`src/rtl/mosby_pkg.sv`:
```
// Shared definitions for the interrupt sequencer: the sequencer state
// encoding, default vector and stack-page addresses, 6502 status bit indices,
// and a helper that forms the status byte pushed to the stack.
package mosby_pkg;

  typedef enum logic [3:0] {
    ST_IDLE,
    ST_RST0,
    ST_RST1,
    ST_RST2,
    ST_PCH,
    ST_PCL,
    ST_PSH,
    ST_VLO,
    ST_VHI,
    ST_LOAD
  } seq_state_t;

  localparam logic [15:0] DEF_VEC_NMI    = 16'hFFFA;
  localparam logic [15:0] DEF_VEC_RST    = 16'hFFFC;
  localparam logic [15:0] DEF_VEC_IRQ    = 16'hFFFE;
  localparam logic [7:0]  DEF_STACK_PAGE = 8'h01;

  localparam int P_C = 0;
  localparam int P_Z = 1;
  localparam int P_I = 2;
  localparam int P_D = 3;
  localparam int P_B = 4;
  localparam int P_U = 5;
  localparam int P_V = 6;
  localparam int P_N = 7;

  // Status as it appears on the stack: U always 1, B reflects the cause.
  function automatic logic [7:0] push_status(input logic [7:0] p, input logic b);
    logic [7:0] r;
    r      = p;
    r[P_U] = 1'b1;
    r[P_B] = b;
    return r;
  endfunction

endpackage

```
`src/rtl/nmi_edge_detect.sv`:
```
// NMI falling-edge detector with a pending latch. A new edge arriving in the
// same cycle as a clear request keeps the latch set so no NMI is lost.
module nmi_edge_detect (
  input  logic clk,
  input  logic rst,
  input  logic nmi_n,
  input  logic clear,
  output logic nmi_pend
);

  logic nmi_prev;

  // Sample the line every cycle; set on a 1->0 transition, set beats clear.
  always_ff @(posedge clk or negedge rst) begin
    if (!rst) begin
      nmi_prev <= 1'b1;
      nmi_pend <= 1'b0;
    end else begin
      nmi_prev <= nmi_n;
      if (nmi_prev && !nmi_n) begin
        nmi_pend <= 1'b1;
      end else if (clear) begin
        nmi_pend <= 1'b0;
      end
    end
  end

endmodule

```
`src/rtl/interrupt_sequencer.sv`:
```
// 6502 reset / NMI / IRQ / BRK micro-sequencer. Owns the bus while busy=1,
// pushes PCH, PCL and P, fetches the vector and loads the program counter.
// Optional macro NMI_HIJACK_EN: an NMI that becomes pending during the pushes
// of an IRQ/BRK sequence redirects that sequence to the NMI vector.
module interrupt_sequencer
  import mosby_pkg::*;
#(
  parameter logic [15:0] VEC_NMI    = DEF_VEC_NMI,
  parameter logic [15:0] VEC_RST    = DEF_VEC_RST,
  parameter logic [15:0] VEC_IRQ    = DEF_VEC_IRQ,
  parameter logic [7:0]  STACK_PAGE = DEF_STACK_PAGE
) (
  input  logic        clk,
  input  logic        rst,
  input  logic        instr_boundary,
  input  logic        nmi_n,
  input  logic        irq_n,
  input  logic        brk_req,
  input  logic        i_flag,
  input  logic [15:0] pc,
  input  logic [7:0]  status,
  input  logic [7:0]  sp,
  input  logic [7:0]  data_in,
  output logic        busy,
  output logic [15:0] addr,
  output logic [7:0]  data_out,
  output logic        w_rd,
  output logic        sp_dec,
  output logic        pc_load,
  output logic [15:0] pc_load_value,
  output logic        set_i,
  output logic        done
);

  seq_state_t  state_reg, state_next;
  logic [15:0] pc_save_reg;
  logic [7:0]  p_save_reg;
  logic [15:0] vec_reg;
  logic        vec_nmi_reg;
  logic        b_reg;
  logic [7:0]  vlo_reg, vhi_reg;

  logic nmi_pend;
  logic nmi_clear;
  logic hijack;
  logic start;

  nmi_edge_detect u_nmi (
    .clk      (clk),
    .rst      (rst),
    .nmi_n    (nmi_n),
    .clear    (nmi_clear),
    .nmi_pend (nmi_pend)
  );

  // Any cause present at an instruction boundary starts a sequence.
  assign start = instr_boundary && (nmi_pend || brk_req || (!irq_n && !i_flag));

  assign pc_load_value = {vhi_reg, vlo_reg};

  // Next-state and bus outputs; reset overrides force a quiet, busy bus.
  always_comb begin
    state_next = state_reg;
    busy       = 1'b1;
    addr       = {STACK_PAGE, sp};
    data_out   = 8'h00;
    w_rd       = 1'b0;
    sp_dec     = 1'b0;
    pc_load    = 1'b0;
    set_i      = 1'b0;
    done       = 1'b0;
    nmi_clear  = 1'b0;
    hijack     = 1'b0;
    case (state_reg)
      ST_IDLE: begin
        busy = 1'b0;
        if (start) state_next = ST_PCH;
      end
      ST_RST0: begin sp_dec = 1'b1; state_next = ST_RST1; end
      ST_RST1: begin sp_dec = 1'b1; state_next = ST_RST2; end
      ST_RST2: begin sp_dec = 1'b1; state_next = ST_VLO;  end
      ST_PCH: begin
        w_rd = 1'b1; sp_dec = 1'b1; data_out = pc_save_reg[15:8];
        state_next = ST_PCL;
      end
      ST_PCL: begin
        w_rd = 1'b1; sp_dec = 1'b1; data_out = pc_save_reg[7:0];
        state_next = ST_PSH;
      end
      ST_PSH: begin
        w_rd = 1'b1; sp_dec = 1'b1; data_out = push_status(p_save_reg, b_reg);
        state_next = ST_VLO;
`ifdef NMI_HIJACK_EN
        hijack = nmi_pend && !vec_nmi_reg;
`else
        hijack = 1'b0;
`endif
        // The NMI is consumed as its vector fetch begins.
        nmi_clear = vec_nmi_reg || hijack;
      end
      ST_VLO:  begin addr = vec_reg;          state_next = ST_VHI;  end
      ST_VHI:  begin addr = vec_reg + 16'd1;  state_next = ST_LOAD; end
      ST_LOAD: begin
        addr = pc_load_value; pc_load = 1'b1; set_i = 1'b1; done = 1'b1;
        state_next = ST_IDLE;
      end
      default: state_next = ST_IDLE;
    endcase
    if (!rst) begin
      busy     = 1'b1;
      addr     = {STACK_PAGE, sp};
      data_out = 8'h00;
      w_rd     = 1'b0;
      sp_dec   = 1'b0;
      pc_load  = 1'b0;
      set_i    = 1'b0;
      done     = 1'b0;
    end
  end

  // State register plus the values captured on entry, vector selection and
  // the two fetched vector bytes.
  always_ff @(posedge clk or negedge rst) begin
    if (!rst) begin
      state_reg   <= ST_RST0;
      pc_save_reg <= 16'h0000;
      p_save_reg  <= 8'h00;
      vec_reg     <= 16'h0000;
      vec_nmi_reg <= 1'b0;
      b_reg       <= 1'b0;
      vlo_reg     <= 8'h00;
      vhi_reg     <= 8'h00;
    end else begin
      state_reg <= state_next;
      if (state_reg == ST_IDLE && start) begin
        pc_save_reg <= pc;
        p_save_reg  <= status;
        if (nmi_pend) begin
          vec_reg     <= VEC_NMI;
          vec_nmi_reg <= 1'b1;
          b_reg       <= 1'b0;
        end else begin
          vec_reg     <= VEC_IRQ;
          vec_nmi_reg <= 1'b0;
          b_reg       <= brk_req;
        end
      end
      if (state_reg == ST_RST2) begin
        vec_reg     <= VEC_RST;
        vec_nmi_reg <= 1'b0;
      end
      if (hijack) begin
        vec_reg     <= VEC_NMI;
        vec_nmi_reg <= 1'b1;
      end
      if (state_reg == ST_VLO) vlo_reg <= data_in;
      if (state_reg == ST_VHI) vhi_reg <= data_in;
    end
  end

endmodule

```
`config.mk`:
```
export PLATFORM = sky130hd
export DESIGN_NAME = interrupt_sequencer
export DESIGN_NICKNAME = d
export VERILOG_FILES = /design/src/rtl/mosby_pkg.sv /design/src/rtl/nmi_edge_detect.sv /design/src/rtl/interrupt_sequencer.sv
export SDC_FILE = /design/constraint.sdc
export NUM_CORES = 1
export LEC_CHECK = 0
export BUFFER_PORTS_ARGS = -buffer_cell sky130_fd_sc_hd__buf_2
export CORE_UTILIZATION = 45
export DETAILED_ROUTE_END_ITERATION = 8
export PLACE_DENSITY = 0.74
export SETUP_SLACK_MARGIN = 0.5
export SLEW_MARGIN = 25
export SYNTH_ARGS = -nofsm -noshare
export SYNTH_HDL_FRONTEND = slang
export SYNTH_SLANG_ARGS = --single-unit
```
`constraint.sdc`:
```
create_clock -name clk -period 3.9 [get_ports clk]
set_input_delay 0.195 -clock clk [delete_from_list [all_inputs] [get_ports clk]]
set_output_delay 0.195 -clock clk [all_outputs]
set_load 0.02 [all_outputs]
```
[Word level (Yosys, flattened, before mapping)]
Index checks and enable logic that the tools add are counted.
Word-level totals
  output and inout bits: 46
  logic and storage cells: 60
  input port bits: 47
  bits in registers: 64
Operators by class
  reduce and logical (&&, ||, !) cells: 15
  add/sub/neg operators: 1
  equal/unequal tests: 10
  muxes and demuxes: 24
Operator list (count)
  2-to-1 mux 16 bit: 3
  one-hot mux 16 bit (3 select lines): 1
  one-hot mux 4 bit (8 select lines): 1
  one-hot mux 8 bit (3 select lines): 1
  adder 16 x 1 -> 16 bit, second input constant: 1
  == test 4 x 3 -> 1 bit, second input constant: 4
  2-to-1 mux 1 bit: 15
  == test 4 x 2 -> 1 bit, second input constant: 2
  == test 4 bit, second input constant: 2
  2-to-1 mux 8 bit: 1
  OR reduction 6 bit: 1
  == test 4 x 1 -> 1 bit, second input constant: 1
  logical AND 1 bit: 4
  zero test 4 bit: 1
  2-to-1 mux 4 bit: 1
  nonzero test 2 bit: 2
  zero test 1 bit: 3
  2-to-1 mux 3 bit: 1
  OR reduction 3 bit: 1
  logical OR 1 bit: 2
  inequality test 2 bit, second input constant: 1
  OR reduction 2 bit: 1

[Logic depth before layout (Yosys ltp)]
  depth in word-level cells: 7
  mapped depth: 6

[By module]
From an unflattened synthesis, not the netlist that was laid out.
Unflattened totals
  cells, all modules: 241
  area, all modules: 2524.9 µm²
Modules (own cells, without submodules)
  interrupt_sequencer: instances 1, area each 2453.6 µm², cells an instance 236
  nmi_edge_detect: instances 1, area each 71.3 µm², cells an instance 5

[Worst setup path after synthesis]
OpenSTA, ideal clock, no wires.
  path type: register to output
  start: register state_reg[2]
  end: output pc_load
  path slack: 2019 ps
  cell stages (with the launch flop): 6
  data required time: 3705 ps
  buffers on the path: 3
  arrival time: 1686 ps
  cells stage by stage: dfrtp_1 > buf_2 > and4bb_2 > buf_1 > and2_1 > buf_4
Between the ends
  word-level cells in the longest chain between the ends: 3
RTL lines
  from (decl): RTL line interrupt_sequencer.sv:35  | seq_state_t state_reg, state_next;
  from (signal assigned): RTL line interrupt_sequencer.sv:134  | state_reg <= state_next;
  == test 4 bit
  2-to-1 mux 1 bit (2 in a row)
  to (decl): RTL line interrupt_sequencer.sv:29  | output logic pc_load,
Every way passes these cells.

[Worst setup path after layout]
  start: register state_reg[2]
  end: output addr[4]
Between the ends
  word-level cells in the longest chain between the ends: 3
  elaborated cells on any way between the ends: 5
  those cells by class: eq/ne: 3; mux: 2
RTL lines
  == test 4 bit / == test 4 x 3 -> 1 bit (equally long branches): RTL line interrupt_sequencer.sv:74  | case (state_reg)
  one-hot mux 16 bit (3 select lines) (*): RTL line interrupt_sequencer.sv:74
  2-to-1 mux 16 bit (*): RTL line interrupt_sequencer.sv:109  | if (!rst) begin
  to (decl): RTL line interrupt_sequencer.sv:25  | output logic [15:0] addr,
Mark *: on every way between the ends. The rest lies on a longest branch, timed or not.

==> metrics.csv <==
stage,metric,value,unit
place,dp_hpwl,4090,µm
sta,clock_skew,0.00732,ns
layout,synthToLayoutAreaGrowth,24.7,%
job,drv_cap,0,
power,peakVddDrop,371,µV
critical_path,path_delay_family,compound AO/OA/AOI/OAI gates,
route,dr.pass1.iters,4,
logic_synthesis,synth_edf_count,0,
sta,period_minus_slack,2.66,ns
critical_path,required,3.70,ns
sta,tightest_slew,0.731,ns
sta,finalSetupViolCount,0,
critical_path,slowest_delay,0.63,ns
place,place_inst,388,
logic_synthesis,avgSynthCellArea,10.4,µm²
layout,final_cells,398,
place,port-buffer-count,90,
global_route,grt_pass1_wl,9880,µm
cts,numCtsBuffers,5,
sta,drv_slew,0,
critical_path,critPathSlowestCell,dfrtp_1,
route,vias_per_cell,5.11,
layout,stdcell_area,3130,µm²
layout,largest_register_ffs,16,
critical_path,worst-path-buf-inv,1,
cts,clk_pin_slew,0.09,ns
place,placed_cell_area,3000,µm²
die,pin_count,93,
route,wl,5750,µm
cts,clockBufferDepth,2,
die,rows,26,
worst_hold_path,holdCritPathClass,in -> reg,
logic_synthesis,ys_seq_area_share,48.9,%
sta,finalHoldViolCount,0,
critical_path,regToRegEndpoint,pc_save_reg[5]$_DFFE_PN0P_,
logic_synthesis,yosysWarnings,0,
layout,diodes,0,
logic_synthesis,ys_types,40,
global_route,grtUsageTotal,20.9,%
logic_synthesis,synthTopCellsByArea,"dfrtp_1, mux2_4, mux2_2, nand2_1, a21oi_1",
critical_path,crit_fanout,13,
logic_synthesis,synth_top_area_cell,dfrtp_1,
global_route,antenna_found_initial,0,
sta,relSlewSlack,51.3,%
route,postRouteAntennaNets,0,
global_route,grt_max_degree,41,
cts,htreeDepth,2,
global_route,grt_pass1_vias,2109,
logic_synthesis,synth_top_flop_cell,dfrtp_1,
critical_path,r2r_cells,5,
worst_hold_path,hold_path_depth,3,
die,fp.coreArea,5240,µm²
cts,clock-sinks,49,
sta,rsz0062_at_grt,no,
power,power_leakage,0.00159,µW
worst_hold_path,min_from,data_in[3],
sta,max_freq,376,MHz
cts,clk_latency,0.30,ns
cts,cts_setup_buffers,0,
logic_synthesis,synthesis.nets,288,
critical_path,cp_cell_sequence,"and4b_1, o21a_1, a21oi_1, o21ai_0, buf_2",
critical_path,endpoint_kind,primary output,
critical_path,path_class,reg -> out,
cts,cts_tree,done,
sta,post-route-period-util,68.2,%
power,power.density,802,nW/µm²
logic_synthesis,synth_cells,241,
layout,drive_gt1_share,43.0,%
cts,cts-root-buf,clkbuf_8,
die,die_w,76.7,µm
die,die_y,76.7,µm
sta,tns,0,ns
route,drc,0,
logic_synthesis,synth_top_area_share,46.8,%
logic_synthesis,yosys_register_bits,49,
die,die_area,5890,µm²
route,drt_iter0_drc,97,
critical_path,r2r_start,state_reg[0]$_DFFE_PN1P_,
layout,fin_nets,374,
global_route,grt.overflow.total,0,
critical_path,r2r_slack,1.84,ns
sta,hold_ws,0.0920,ns
critical_path,startpoint_type,register,
worst_hold_path,hold_path_end,vlo_reg[3]$_DFFE_PN0N_,
route,vias,2034,
route,wl_per_cell,14.4,µm
place,gp_congestion,0.777,
logic_synthesis,syn_area,2510,µm²
die,initial_core_util,48.0,%
outcome,outcome,"complete, no violations",
logic_synthesis,ys_async_sr_fraction,100,%
critical_path,worstPathArrival,2.46,ns
==> layout make-up <==
type                            instances  area, µm²
Fill cell                             464       2100
Tap cell                               70       87.6
Sequential cell                        49       1230
Inverter                                2       7.51
Clock buffer                            7       86.3
Multi-Input combinational cell        172       1190
Clock inverter                          1       30.0
Timing Repair Buffer                   97        508
==> worst min-delay path, stage by stage <==
cell     delay, ns
buf_2         0.08
nand2_1       0.04
nand2_1       0.05
==> synthesized netlist by cell type (2+ instances only) <==
cell type  number
a21o_1          2
a21oi_1        23
a22o_1          3
buf_2           9
buf_4           2
buf_6           2
clkbuf_1        4
dfrtp_1        47
dfstp_2         2
inv_1           2
mux2_2         15
mux2_4         15
mux2i_1         9
nand2_1        39
nand2b_1        2
nand3_1         2
nor2_1         29
nor2b_1         3
o21ai_0         8
o21ai_1         3
==> worst max path at each step <==
stage	from	to	depth (start not counted)
2_1_floorplan	state_reg[2]$_DFFE_PN0P_	pc_load	5
3_3_place_gp	state_reg[1]$_DFFE_PN0P_	addr[0]	5
3_5_place_dp	state_reg[2]$_DFFE_PN0P_	addr[4]	5
4_1_cts	state_reg[2]$_DFFE_PN0P_	addr[4]	5
5_1_grt	state_reg[2]$_DFFE_PN0P_	addr[3]	5
6_report	state_reg[2]$_DFFE_PN0P_	addr[4]	5
==> logic make-up (layout without fill, tap and decap cells) <==
| family | Yosys count | after routing | synth area share [%] |
|---|---|---|---|
| AOI/OAI and AO/OA | 48 | 48 | 11.9 |
| buffers and inverters | 20 | 107 | 4.33 |
| and+or+nand+nor | 85 | 85 | 15.6 |
| DFF | 49 | 49 | 48.9 |
| muxes | 39 | 39 | 19.3 |
==> metal layers <==
layer | global-route usage (%) | vias up | wire length, µm
li1 | - | 997 | -
met1 | 25.6 | 981 | 2430
met2 | 36.7 | 46 | 3040
met3 | 3.33 | 10 | 180
met4 | 7.69 | 0 | 101
met5 | 0 | - | 0
==> per-stage QoR <==
stage               setup WS, ns  util, %  total power [µW]
global placement            1.32     57.2              2100
detailed placement          1.61     57.2              2150
global route                1.00     59.8              2690
CTS                         1.26     59.8              2520
finish                      1.24     59.8              2510
floorplan                   2.02        -              1820
==> where the power goes <==
part | switching (µW) | internal (µW) | total [µW] | leakage, µW
clock | 162 | 209 | 372 | 0.0000585
combinational | 677 | 532 | 1210 | 0.000944
sequential | 180 | 753 | 933 | 0.000582
total | 1020 | 1490 | 2510 | 0.00159
==> what timing repair did <==
item	4_1_cts	5_1_grt
hold endpoints to repair	16	0
hold buffers	2	0
resized for setup	0	0
==> cell usage in the layout (no fill, tap or decap), drive strengths merged, types with 2 or more instances in the layout <==
cell type / n
nor2: 29
nand2b: 2
a21o: 2
a21oi: 23
clkbuf: 7
mux2: 30
nor2b: 3
o21ai: 11
mux2i: 9
o311ai: 2
dfrtp: 47
a22o: 3
buf: 95
nand3: 3
inv: 2
nand2: 39
dfstp: 2
dlygate4sd3: 2
No activity file was read; power rests on OpenSTA's default activity.
